[config.mk]
export PLATFORM = sky130hd
export DESIGN_NAME = vram_arbiter
export DESIGN_NICKNAME = d
export VERILOG_FILES = /design/src/rtl/vram_arbiter.sv
export SDC_FILE = /design/constraint.sdc
export NUM_CORES = 1
export LEC_CHECK = 0
export CAP_MARGIN = 30
export CORE_MARGIN = 2
export CORE_UTILIZATION = 45
export CTS_CLUSTER_DIAMETER = 150
export CTS_CLUSTER_SIZE = 30
export DETAILED_ROUTE_END_ITERATION = 6
export GPL_ROUTABILITY_DRIVEN = 0
export GPL_TIMING_DRIVEN = 0
export PLACE_DENSITY = 0.81
export RECOVER_POWER = 100
export SLEW_MARGIN = 20
export SYNTH_ARGS = -nofsm -noshare
export SYNTH_HDL_FRONTEND = slang
export SYNTH_SLANG_ARGS = --single-unit
[constraint.sdc]
create_clock -name clk -period 3.5 [get_ports clk]
set_input_delay 0.7 -clock clk [delete_from_list [all_inputs] [get_ports clk]]
set_output_delay 0.7 -clock clk [all_outputs]
set_load 0.005 [all_outputs]
[src/rtl/vram_arbiter.sv]
// vram_arbiter: shares one read/write port of the video memory between the
// Z80 bus interface (single-word accesses) and the display fetcher
// (fixed-length read bursts). The display has priority so scanline fetches
// meet their deadline; a saturating wait counter lets a CPU request that has
// been denied for MAXWAIT cycles win the next arbitration. A burst is never
// preempted.
//
// Memory port timing: mem_rdata is valid the cycle after mem_re.
//   CPU access : grant (IDLE) -> CPU_ISSUE (N) -> CPU_RESP (N+1) -> ack in N+2
//   Burst      : grant (IDLE) -> DISP_ISSUE x BURST -> DISP_DRAIN -> IDLE
//                word issued in cycle M appears on disp_data in cycle M+2
module vram_arbiter #(
  parameter int DATA    = 8,
  parameter int ADDR    = 16,
  parameter int BURST   = 8,
  parameter int MAXWAIT = 16
) (
  input  logic            clk,
  input  logic            rst_L,
  // Z80 bus interface
  input  logic            cpu_req,
  input  logic            cpu_we,
  input  logic [ADDR-1:0] cpu_addr,
  input  logic [DATA-1:0] cpu_wdata,
  output logic            cpu_ack,
  output logic [DATA-1:0] cpu_rdata,
  // display fetcher
  input  logic            disp_req,
  input  logic [ADDR-1:0] disp_base,
  output logic            disp_valid,
  output logic [DATA-1:0] disp_data,
  output logic            disp_done,
  // memory port
  output logic [ADDR-1:0] mem_addr,
  output logic            mem_we,
  output logic            mem_re,
  output logic [DATA-1:0] mem_wdata,
  input  logic [DATA-1:0] mem_rdata
);

  localparam logic [2:0] S_IDLE       = 3'd0;
  localparam logic [2:0] S_CPU_ISSUE  = 3'd1;
  localparam logic [2:0] S_CPU_RESP   = 3'd2;
  localparam logic [2:0] S_DISP_ISSUE = 3'd3;
  localparam logic [2:0] S_DISP_DRAIN = 3'd4;

  localparam int IDX_W  = (BURST > 1) ? $clog2(BURST) : 1;
  localparam int WAIT_W = $clog2(MAXWAIT + 1);

  localparam logic [IDX_W-1:0]  IDX_LAST = IDX_W'(BURST - 1);
  localparam logic [WAIT_W-1:0] WAIT_MAX = WAIT_W'(MAXWAIT);

  logic [2:0]        state;
  logic [2:0]        state_nxt;
  logic [IDX_W-1:0]  idx;
  logic [ADDR-1:0]   base;
  logic [WAIT_W-1:0] wait_cnt;

  logic cpu_rd_pend;   // CPU read issued last cycle, data on mem_rdata now
  logic disp_rd_pend;  // burst word issued last cycle, data on mem_rdata now
  logic disp_last_pend;

  logic cpu_req_eff;
  logic disp_req_eff;
  logic cpu_starved;
  logic cpu_busy;
  logic grant_cpu;
  logic grant_disp;

  // A requester drops its request in the cycle its own completion pulse is
  // high, so the level seen in that cycle is stale and must not be granted.
  assign cpu_req_eff  = cpu_req  & ~cpu_ack;
  assign disp_req_eff = disp_req & ~disp_done;
  assign cpu_starved  = cpu_req_eff & (wait_cnt == WAIT_MAX);
  assign cpu_busy     = (state == S_CPU_ISSUE) || (state == S_CPU_RESP);

  assign grant_disp = (state == S_IDLE) && disp_req_eff && !cpu_starved;
  assign grant_cpu  = (state == S_IDLE) && !grant_disp && cpu_req_eff;

  // Next-state decode: arbitration in IDLE, fixed sequencing elsewhere.
  always_comb begin
    // NOTE: every signal assigned in a combinational block gets a default
    // first; a path that leaves it unassigned would infer a latch.
    state_nxt = state;
    case (state)
      S_IDLE: begin
        if (grant_disp)     state_nxt = S_DISP_ISSUE;
        else if (grant_cpu) state_nxt = S_CPU_ISSUE;
      end
      S_CPU_ISSUE:  state_nxt = S_CPU_RESP;
      S_CPU_RESP:   state_nxt = S_IDLE;
      S_DISP_ISSUE: if (idx == IDX_LAST) state_nxt = S_DISP_DRAIN;
      S_DISP_DRAIN: state_nxt = S_IDLE;
      default:      state_nxt = S_IDLE;
    endcase
  end

  // State register, burst base latch and burst word index.
  always_ff @(posedge clk or negedge rst_L) begin
    // NOTE: sequential state uses non-blocking assignments so every register
    // samples the pre-edge values regardless of block evaluation order.
    if (!rst_L) begin
      state <= S_IDLE;
      idx   <= '0;
      base  <= '0;
    end else begin
      state <= state_nxt;
      if (grant_disp) begin
        base <= disp_base;
        idx  <= '0;
      end else if (state == S_DISP_ISSUE) begin
        idx <= (idx == IDX_LAST) ? '0 : idx + 1'b1;
      end
    end
  end

  // Memory port drive: decoded from state so a reset clears it at once.
  always_comb begin
    mem_addr  = '0;
    mem_we    = 1'b0;
    mem_re    = 1'b0;
    mem_wdata = '0;
    case (state)
      S_CPU_ISSUE: begin
        mem_addr  = cpu_addr;
        mem_we    = cpu_we;
        mem_re    = ~cpu_we;
        mem_wdata = cpu_wdata;
      end
      S_DISP_ISSUE: begin
        // Address arithmetic is ADDR bits wide, so the burst wraps at the top.
        mem_addr = base + ADDR'(idx);
        mem_re   = 1'b1;
      end
      default: ;
    endcase
  end

  // CPU denial counter: counts pending, unserved CPU cycles; saturates.
  always_ff @(posedge clk or negedge rst_L) begin
    if (!rst_L) begin
      wait_cnt <= '0;
    end else if (grant_cpu) begin
      wait_cnt <= '0;
    end else if (cpu_req_eff && !cpu_busy && (wait_cnt != WAIT_MAX)) begin
      wait_cnt <= wait_cnt + 1'b1;
    end
  end

  // CPU response: capture read data and pulse ack one cycle after issue+1.
  always_ff @(posedge clk or negedge rst_L) begin
    if (!rst_L) begin
      cpu_rd_pend <= 1'b0;
      cpu_ack     <= 1'b0;
      cpu_rdata   <= '0;
    end else begin
      cpu_rd_pend <= (state == S_CPU_ISSUE) && !cpu_we;
      cpu_ack     <= (state == S_CPU_RESP);
      if (cpu_rd_pend) cpu_rdata <= mem_rdata;
    end
  end

  // Display return path: two-stage pipeline from issue to disp_data.
  always_ff @(posedge clk or negedge rst_L) begin
    if (!rst_L) begin
      disp_rd_pend   <= 1'b0;
      disp_last_pend <= 1'b0;
      disp_valid     <= 1'b0;
      disp_done      <= 1'b0;
      disp_data      <= '0;
    end else begin
      disp_rd_pend   <= (state == S_DISP_ISSUE);
      disp_last_pend <= (state == S_DISP_ISSUE) && (idx == IDX_LAST);
      disp_valid     <= disp_rd_pend;
      disp_done      <= disp_last_pend;
      if (disp_rd_pend) disp_data <= mem_rdata;
    end
  end

endmodule

# Word-level counts from Yosys, hierarchy flattened
# Cells that the tools add are included.
# totals
wordCells	59
out_inout_bits	45
regBits	49
input_bits	53
# classes
bitwise_logic	6
n_eq_ne	8
muxes	13
reduce_logical	17
n_addsub	3
# op_table
operator	count
16-bit case mux with 2 select lines	1
3-bit two-way mux	6
16-bit by 3-bit adder with 16-bit output	1
5-bit two-way mux	2
3-bit case mux with 3 select lines	1
1-bit logical AND	8
8-bit two-way mux	1
3-bit by 2-bit equality test with 1-bit output (second input constant)	2
5-bit by 1-bit adder with 5-bit output (second input constant)	1
5-bit equality test (second input constant)	1
5-bit != test (second input constant)	1
1-bit zero test	4
2-bit nonzero test	2
3-bit by 1-bit adder with 3-bit output (second input constant)	1
1-bit bitwise AND	3
3-bit by 1-bit equality test with 1-bit output (second input constant)	1
3-bit equality test (second input constant)	1
3-bit zero test	1
3-bit != test (second input constant)	1
1-bit NOT	3
2-bit != test (second input constant)	1
1-bit case mux with 2 select lines	1
2-bit AND reduction	1
1-bit logical OR	1
1-bit two-way mux	1

# Depth between registers and ports, before layout
# Gate-level depths: netlist of run 1.
# logic_depth
word_depth	11
depth_mapped	7
depth_no_buf	6

# Worst setup path before layout of run 1
# Ideal clock, no wire load.
# synth_path
path_type	register to output
start	reg idx[0]
end	out mem_addr[12]
setup_slack_ns	1.111
required_time_ns	2.800
n_path_buf	0
arrival_ns	1.689
path_stages_with_launch	6
cell_sequence	dfrtp_1 > ha_1 > fa_1 > a21oi_1 > nor4_1 > a221o_1
# synth_between
elab_chain_len	2
# synth_rtl
element	line	source
start, declared	55	logic [IDX_W-1:0] idx;
start signal, assigned	112	idx <= (idx == IDX_LAST) ? '0 : idx + 1'b1;
16-bit by 3-bit adder with 16-bit output	132	mem_addr = base + ADDR'(idx);
16-bit case mux with 2 select lines	123	case (state)
end, declared	34	output logic [ADDR-1:0] mem_addr,
# No other way between the ends.

# Final worst setup path of run 1
# layout_path
start	reg idx[2]
end	out mem_addr[15]
# Same word-level chain as after synthesis.

==> results of run 1 <==
==> flip-flops by register name, summed over array words and instances (netlist names) <==
signal          count
cpu_rdata           8
disp_done           1
disp_last_pend      1
base               16
cpu_ack             1
cpu_rd_pend         1
idx                 3
disp_valid          1
wait_cnt            5
disp_data           8
disp_rd_pend        1
state               3
==> cells in the final DEF, fill, tap and decap left out, types with 6 or more instances in the layout <==
cell type	count
dfrtp_1	49
and2_0	6
ha_1	7
a21oi_1	7
o21ai_0	12
nor3_1	6
and2_1	7
dlygate4sd3_1	30
mux2_2	32
xnor2_1	8
nand2_1	23
nor2_1	11
clkbuf_1	10
clkdlybuf4s50_1	66
xor2_1	6
==> power breakdown <==
group	internal (mW)	switching, mW
Clock	0.138	0.183
Sequential	0.817	0.218
Combinational	0.820	0.594
Total	1.78	0.995
==> synth_stat cells <==
cell	n	area [sq um]
nor3b_1	1	7.51
nor3_4	1	16.3
nor4_1	2	12.5
a32oi_1	2	17.5
a21oi_1	8	40.0
nand4bb_4	1	27.5
buf_6	1	11.3
o211ai_1	3	22.5
o2111ai_1	3	26.3
nor2_1	11	41.3
or2_2	1	6.26
nor3_1	6	30.0
a21o_1	2	15.0
clkbuf_1	5	18.8
a211o_1	2	17.5
dfrtp_1	49	1230
nor4b_1	4	35.0
clkbuf_2	1	5.00
a22o_1	2	17.5
nand3b_1	1	7.51
nor2b_1	2	12.5
and2_1	13	81.3
o311ai_0	1	8.76
a211oi_1	1	7.51
ha_1	7	87.6
xnor2_1	8	70.1
and2_2	1	7.51
xor2_1	6	52.6
o311ai_4	1	26.3
a221o_1	1	10.0
o21ai_0	12	60.1
buf_2	3	15.0
nand4_1	3	18.8
inv_1	5	18.8
nand3_1	4	20.0
mux2i_1	2	20.0
mux2_2	32	360
nor3b_2	1	12.5
nand2_1	23	86.3
fa_1	1	20.0
or3b_2	1	8.76
==> timing repair <==
item / in CTS / in global routing
setup buffers: 0 / 0
gates resized for setup: 0 / 1
endpoints found under the setup margin: 0 / 2
==> logic make-up after synthesis <==
logic type               Yosys count  synth area share
AND/OR/NAND/NOR                   76             0.166
multiplexers                      34             0.146
buffers and inverters             15            0.0264
adder cells (fa/ha/maj)            8            0.0413
XOR/XNOR                          14            0.0470
flip-flops                        49             0.470
AO/OA/AOI/OAI                     38             0.103
==> worst max-delay path, cell delays in order (launching register included) <==
cell and delay [ps]:
dfrtp_1 420, ha_1 390, o211ai_1 150, or2_2 330, o311ai_0 380, nand3_1 170, clkdlybuf4s50_1 470
==> area by class of cell <==
cell class | instances | share of cell area
clock buffers | 5 | 0.0185
repair buffers | 98 | 0.260
plain buffers | 10 | 0.0107
clock inverters | 2 | 0.00437
inverters | 5 | 0.00504
flip-flops and latches | 49 | 0.329
well taps | 72 | 0.0242
multi-input cells | 170 | 0.348
==> final timing paths <==
path / start / end / slack, ps / cells after the start
min in group asynchronous: rst_L / cpu_rdata[6] / 520 / 1
max: idx[2] / mem_addr[15] / 180 / 6
max reg2reg: wait_cnt[0] / base[8] / 460 / 6
min reg2reg: disp_last_pend / disp_done / 360 / 0
max in group asynchronous: rst_L / base[14] / 930 / 2
min: disp_last_pend / disp_done / 360 / 0
==> stage by stage <==
step	instances	total power [mW]	hold WS (ps)	utilization	cell area (sq um)
final	411	2.77	357	0.673	3730
after CTS	411	2.87	331	0.680	3770
after detailed placement	404	2.54	340	0.665	3680
after floorplan	234	1.81	331	-	2610
after global routing	411	3.00	362	0.673	3730
after global placement	403	2.50	335	0.662	3670
==> metal layers <==
metal  vias up  wire, microns  track usage
met5         -              0            0
met1      1080           2670        0.279
met4         0             83       0.0559
met2        43           3310        0.353
li1       1047              -            -
met3         6            154       0.0303
==> run metrics, run 1 <==
outcome=complete, but fails checks; failing checks=capacitance limit, slew limit; CP Capture Type=primary output; DRC viols=0; Max Clk Rate=0.301 GHz; flops & latches, synth=49; maximum buffer depth of the clock tree=2; CTS Hold Buffers Added=0; Pleak=1.56 nW; Clock Tree Root=clkbuf_8; diode count=0; clk sink count=49; P&R area growth vs syn=43.0%; Critical Path Start Type=flip-flop; Rel. slew slack=-0.110; Cell Area, Synth=2610 sq um; initial antenna violation count=0; gr usage total=0.208; Hold Path Class=flip-flop to flip-flop; fin. max-slew vios=33; Initial Utilization=0.470; Nets=400; sequential fraction of the synthesis area=0.470; die area=6420 sq um; Iteration-0 DRC Markers=116; syn_area_per_cell=11.1 sq um; WP data required=2800 ps; Post-Place Worst Slack=456 ps; Final WS setup=176 ps; post-route ant nets=0; Layout fillers=472; VDD IR max=0.421 mV; crit-path max FO=5; clk_skew=8.61 ps; TritonCTS clock tree=built; vias post-DR=2,176; Reg clk slew, reported paths=90 ps; final setup fails=0; Final HPWL DP=4970 microns; GRT Residual Overflow=0; endpoints failing hold=0; Die Width=80.1 microns; # rows=27; Register Area=1230 sq um; Core Region=5540 sq um; number of port buffers=97; WL per Instance=15.1 microns; Pwr per Cell Area=743 nW/um^2; synth unique cells=41; CTS Buf Count=5; Ports=98; critical setup path kind=flip-flop to primary output; largest net degree at the start of global routing=33; footprint of the multi-input gates=1300 sq um; syn_nets=295; min cycle time layout=3320 ps; via/cell ratio=5.29; Clk Latency, worst-skew pair=300 ps; ratio of cells with drive above 1 in the final layout=0.142; period utilization=0.950; max-cap violations=1; first-pass iteration count of the detailed router=4; die span in y=80.1 microns; Slew @ Worst Pin=1660 ps; Synth Warn #=0; first-pass GRT wire length=10,400 microns; Worst Path Arrival=2620 ps; setup TNS=0 ps; number of global-route vias before repair=2,129; Mapped Cells=234; Routed WL=6220 microns; RSZ-0062 raised after global routing=no; Max H-tree Level=2
No activity file was read; power rests on OpenSTA's default activity.
==> run 2, diff against run 1 <==
--- a/config.mk
+++ b/config.mk
@@ -7,13 +7,13 @@
 export LEC_CHECK = 0
 export CAP_MARGIN = 30
 export CORE_MARGIN = 2
-export CORE_UTILIZATION = 45
+export CORE_UTILIZATION = 35
 export CTS_CLUSTER_DIAMETER = 150
 export CTS_CLUSTER_SIZE = 30
 export DETAILED_ROUTE_END_ITERATION = 6
 export GPL_ROUTABILITY_DRIVEN = 0
 export GPL_TIMING_DRIVEN = 0
-export PLACE_DENSITY = 0.81
+export PLACE_DENSITY = 0.66
 export RECOVER_POWER = 100
 export SLEW_MARGIN = 20
 export SYNTH_ARGS = -nofsm -noshare
==> run 2 against run 1 <==
  * Sequential power about the same
  * Register-to-register slack improved by 150 ps
  * Clock power increased by 13%
  * Highest routed layer unchanged
  * Power grew 1.6%
  * Critical endpoint is now mem_addr[10]
  * Critical path type unchanged
  * Combinational power barely moved
  * Flip-flop and latch count did not move
  * First-iteration DRC count increased by 12%
  * Routed wire length down 0.19%
  * Sequential share of layout area fell by 0.54 points
  * Non-clock buffer count shrank 1
  * Largest power group unchanged
  * Final cell count rose by 6.6%
  * The flow still finishes with violations (capacitance limit, slew limit)
==> run metrics, run 2 (same netlist as run 1, synthesis figures left out) <==
outcome=complete, but fails checks; failing checks=capacitance limit, slew limit; die span in y=90.3 microns (+13%); worst reg2reg setup slack=610 ps (+150 ps); Post-Place Worst Slack=399 ps (-57.4 ps); clk sink count=49 (unchanged); setup TNS=0 ps (unchanged); number of port buffers=97 (unchanged); Pleak=1.57 nW (+0.50%); ratio of cells with drive above 1 in the final layout=0.150 (+0.00885); vias post-DR=2,138 (-1.7%); first-pass GRT wire length=10,400 microns (-0.54%); Util after Layout=0.525 (-0.147); Clk Latency, worst-skew pair=310 ps (about the same); Hold Path Class=flip-flop to flip-flop; # rows=31 (+15%); most flop-heavy register=base; biggest regs=base x16, cpu_rdata x8, disp_data x8; Core Region=7210 sq um (+30%); crit-path max FO=4 (-1); number of global-route vias before repair=2,166 (+1.7%); Worst path slowest cell=clkdlybuf4s50_1; critical setup path kind=flip-flop to primary output; fin cells=438 (+6.6%); CP startpoint=idx[0]; dpl cells=430 (+6.4%); post-route ant nets=0 (unchanged); post-cts gate resize count=0 (unchanged); Final WS setup=166 ps (-10.6 ps); Worst Min Path Start=disp_last_pend; Die Width=90.3 microns (+13%); Max Clk Rate=0.300 GHz (-0.32%); fin. max-slew vios=60 (+82%); Max H-tree Level=2 (unchanged); GRT Residual Overflow=0 (unchanged); R2R depth=6 (unchanged); DRC viols=0 (unchanged); most frequent cells in the layout=clkdlybuf4s50_1 (68), dfrtp_1 (49), mux2_2 (32); largest net degree at the start of global routing=50 (+52%); die area=8150 sq um (+27%); WL per Instance=14.2 microns (-6.3%); Worst Hold Path EP=disp_done; P&R area growth vs syn=45.4%; maximum buffer depth of the clock tree=2 (unchanged); RSZ-0062 raised after global routing=no; diode count=0 (unchanged); max-cap violations=2 (+1); hold path cells=0 (unchanged); Largest register FFs=16 (unchanged); min cycle time layout=3330 ps (+10.6 ps); period utilization=0.953 (+0.00302); TritonCTS clock tree=built; Reg clk slew, reported paths=110 ps (+20 ps); commonest non-fill, non-tap cell in the layout=clkdlybuf4s50_1; Nets=399 (-0.25%); clk_skew=11.4 ps (+2.82 ps); Initial Utilization=0.361 (-0.109); Clock Tree Root=clkbuf_8; crit-path max cell delay=530 ps (+60 ps); VDD IR max=0.323 mV (-23%); Critical Path Start Type=flip-flop; Slew @ Worst Pin=2700 ps (+1040 ps); post-CTS setup buffer count=0 (unchanged); endpoints failing hold=0 (unchanged); Final HPWL DP=4690 microns (-5.7%); first-pass iteration count of the detailed router=4 (unchanged); R2R Path End=base[13]; Ports=98 (unchanged); Power Total=2.82 mW (+1.6%); Worst Path Arrival=2630 ps (about the same); gr usage total=0.157 (-0.0517); WP data required=2800 ps (about the same); CTS Buf Count=5 (unchanged); via/cell ratio=4.88 (-7.8%); Iteration-0 DRC Markers=130 (+12%); Pwr per Cell Area=743 nW/um^2 (about the same); RR Startpoint=wait_cnt[0]; CP Capture Type=primary output; crit-path cells=ha_1 -> fa_1 -> a21oi_4 -> nor4b_1 -> xnor2_1 -> o21ai_0 -> clkdlybuf4s50_1; CTS Hold Buffers Added=0 (unchanged); final setup fails=0 (unchanged); Rel. slew slack=-0.801 (-0.691); initial antenna violation count=0 (unchanged); Routed WL=6210 microns (-0.19%)
[run 2: how the worst max path moves through the flow]
stage / end / slack, ps / depth (start not counted)
finish: mem_addr[10] / 170 / 7
global route: mem_addr[8] / 20 / 7
CTS: mem_addr[10] / 20 / 7
detailed placement: mem_addr[10] / 400 / 7
global placement: wait_cnt[0] / 260 / 1
floorplan: mem_addr[12] / 1110 / 5
[run 2: power breakdown]
part	switching [mW]	leakage, nW	total, mW	internal (mW)
registers	0.212	0.602	1.03	0.817
clock network	0.213	0.0506	0.363	0.150
logic	0.588	0.919	1.42	0.835
total	1.01	1.57	2.82	1.80
[run 2: per-stage QoR]
| step | hold WS (ps) | area [sq um] |
|---|---|---|
| 2_1_floorplan | 331 | 2610 |
| 3_3_place_gp | 336 | 3700 |
| 3_5_place_dp | 340 | 3700 |
| 4_1_cts | 358 | 3800 |
| 5_1_grt | 371 | 3790 |
| 6_report | 363 | 3790 |
[run 2: per-layer routing]
metal,part of all wire,vias up,track usage
li1,-,1047,-
met1,0.43,1014,0.195
met2,0.49,70,0.269
met3,0.061,7,0.0426
met4,0.012,0,0.0410
met5,0,-,0
[run 2: worst max-delay path, delay by kind of cell, from the launching register on]
family | cells | cell delay, ps
AO/OA/AOI/OAI | 2 | 380
buffers and inverters | 1 | 530
AND/OR/NAND/NOR | 1 | 90
XOR/XNOR | 1 | 130
adder cells (fa/ha/maj) | 2 | 740
flip-flops | 1 | 430
[run 2: layout make-up]
cell class	count	area [sq um]
fill	691	3430
multi-input combinational	170	1310
sequential	49	1230
timing repair buffer	97	965
tap	99	124
clock buffer	5	68.8
buffer	10	47.5
clock inverter	3	28.8
inverter	5	18.8
==> run 3, diff against run 2 <==
--- a/config.mk
+++ b/config.mk
@@ -7,13 +7,13 @@
 export LEC_CHECK = 0
 export CAP_MARGIN = 30
 export CORE_MARGIN = 2
-export CORE_UTILIZATION = 35
+export CORE_UTILIZATION = 45
 export CTS_CLUSTER_DIAMETER = 150
 export CTS_CLUSTER_SIZE = 30
 export DETAILED_ROUTE_END_ITERATION = 6
 export GPL_ROUTABILITY_DRIVEN = 0
 export GPL_TIMING_DRIVEN = 0
-export PLACE_DENSITY = 0.66
+export PLACE_DENSITY = 0.81
 export RECOVER_POWER = 100
 export SLEW_MARGIN = 20
 export SYNTH_ARGS = -nofsm -noshare
==> results of run 3 <==
No change in the layout: final DEF, timing and power equal those of run 1.
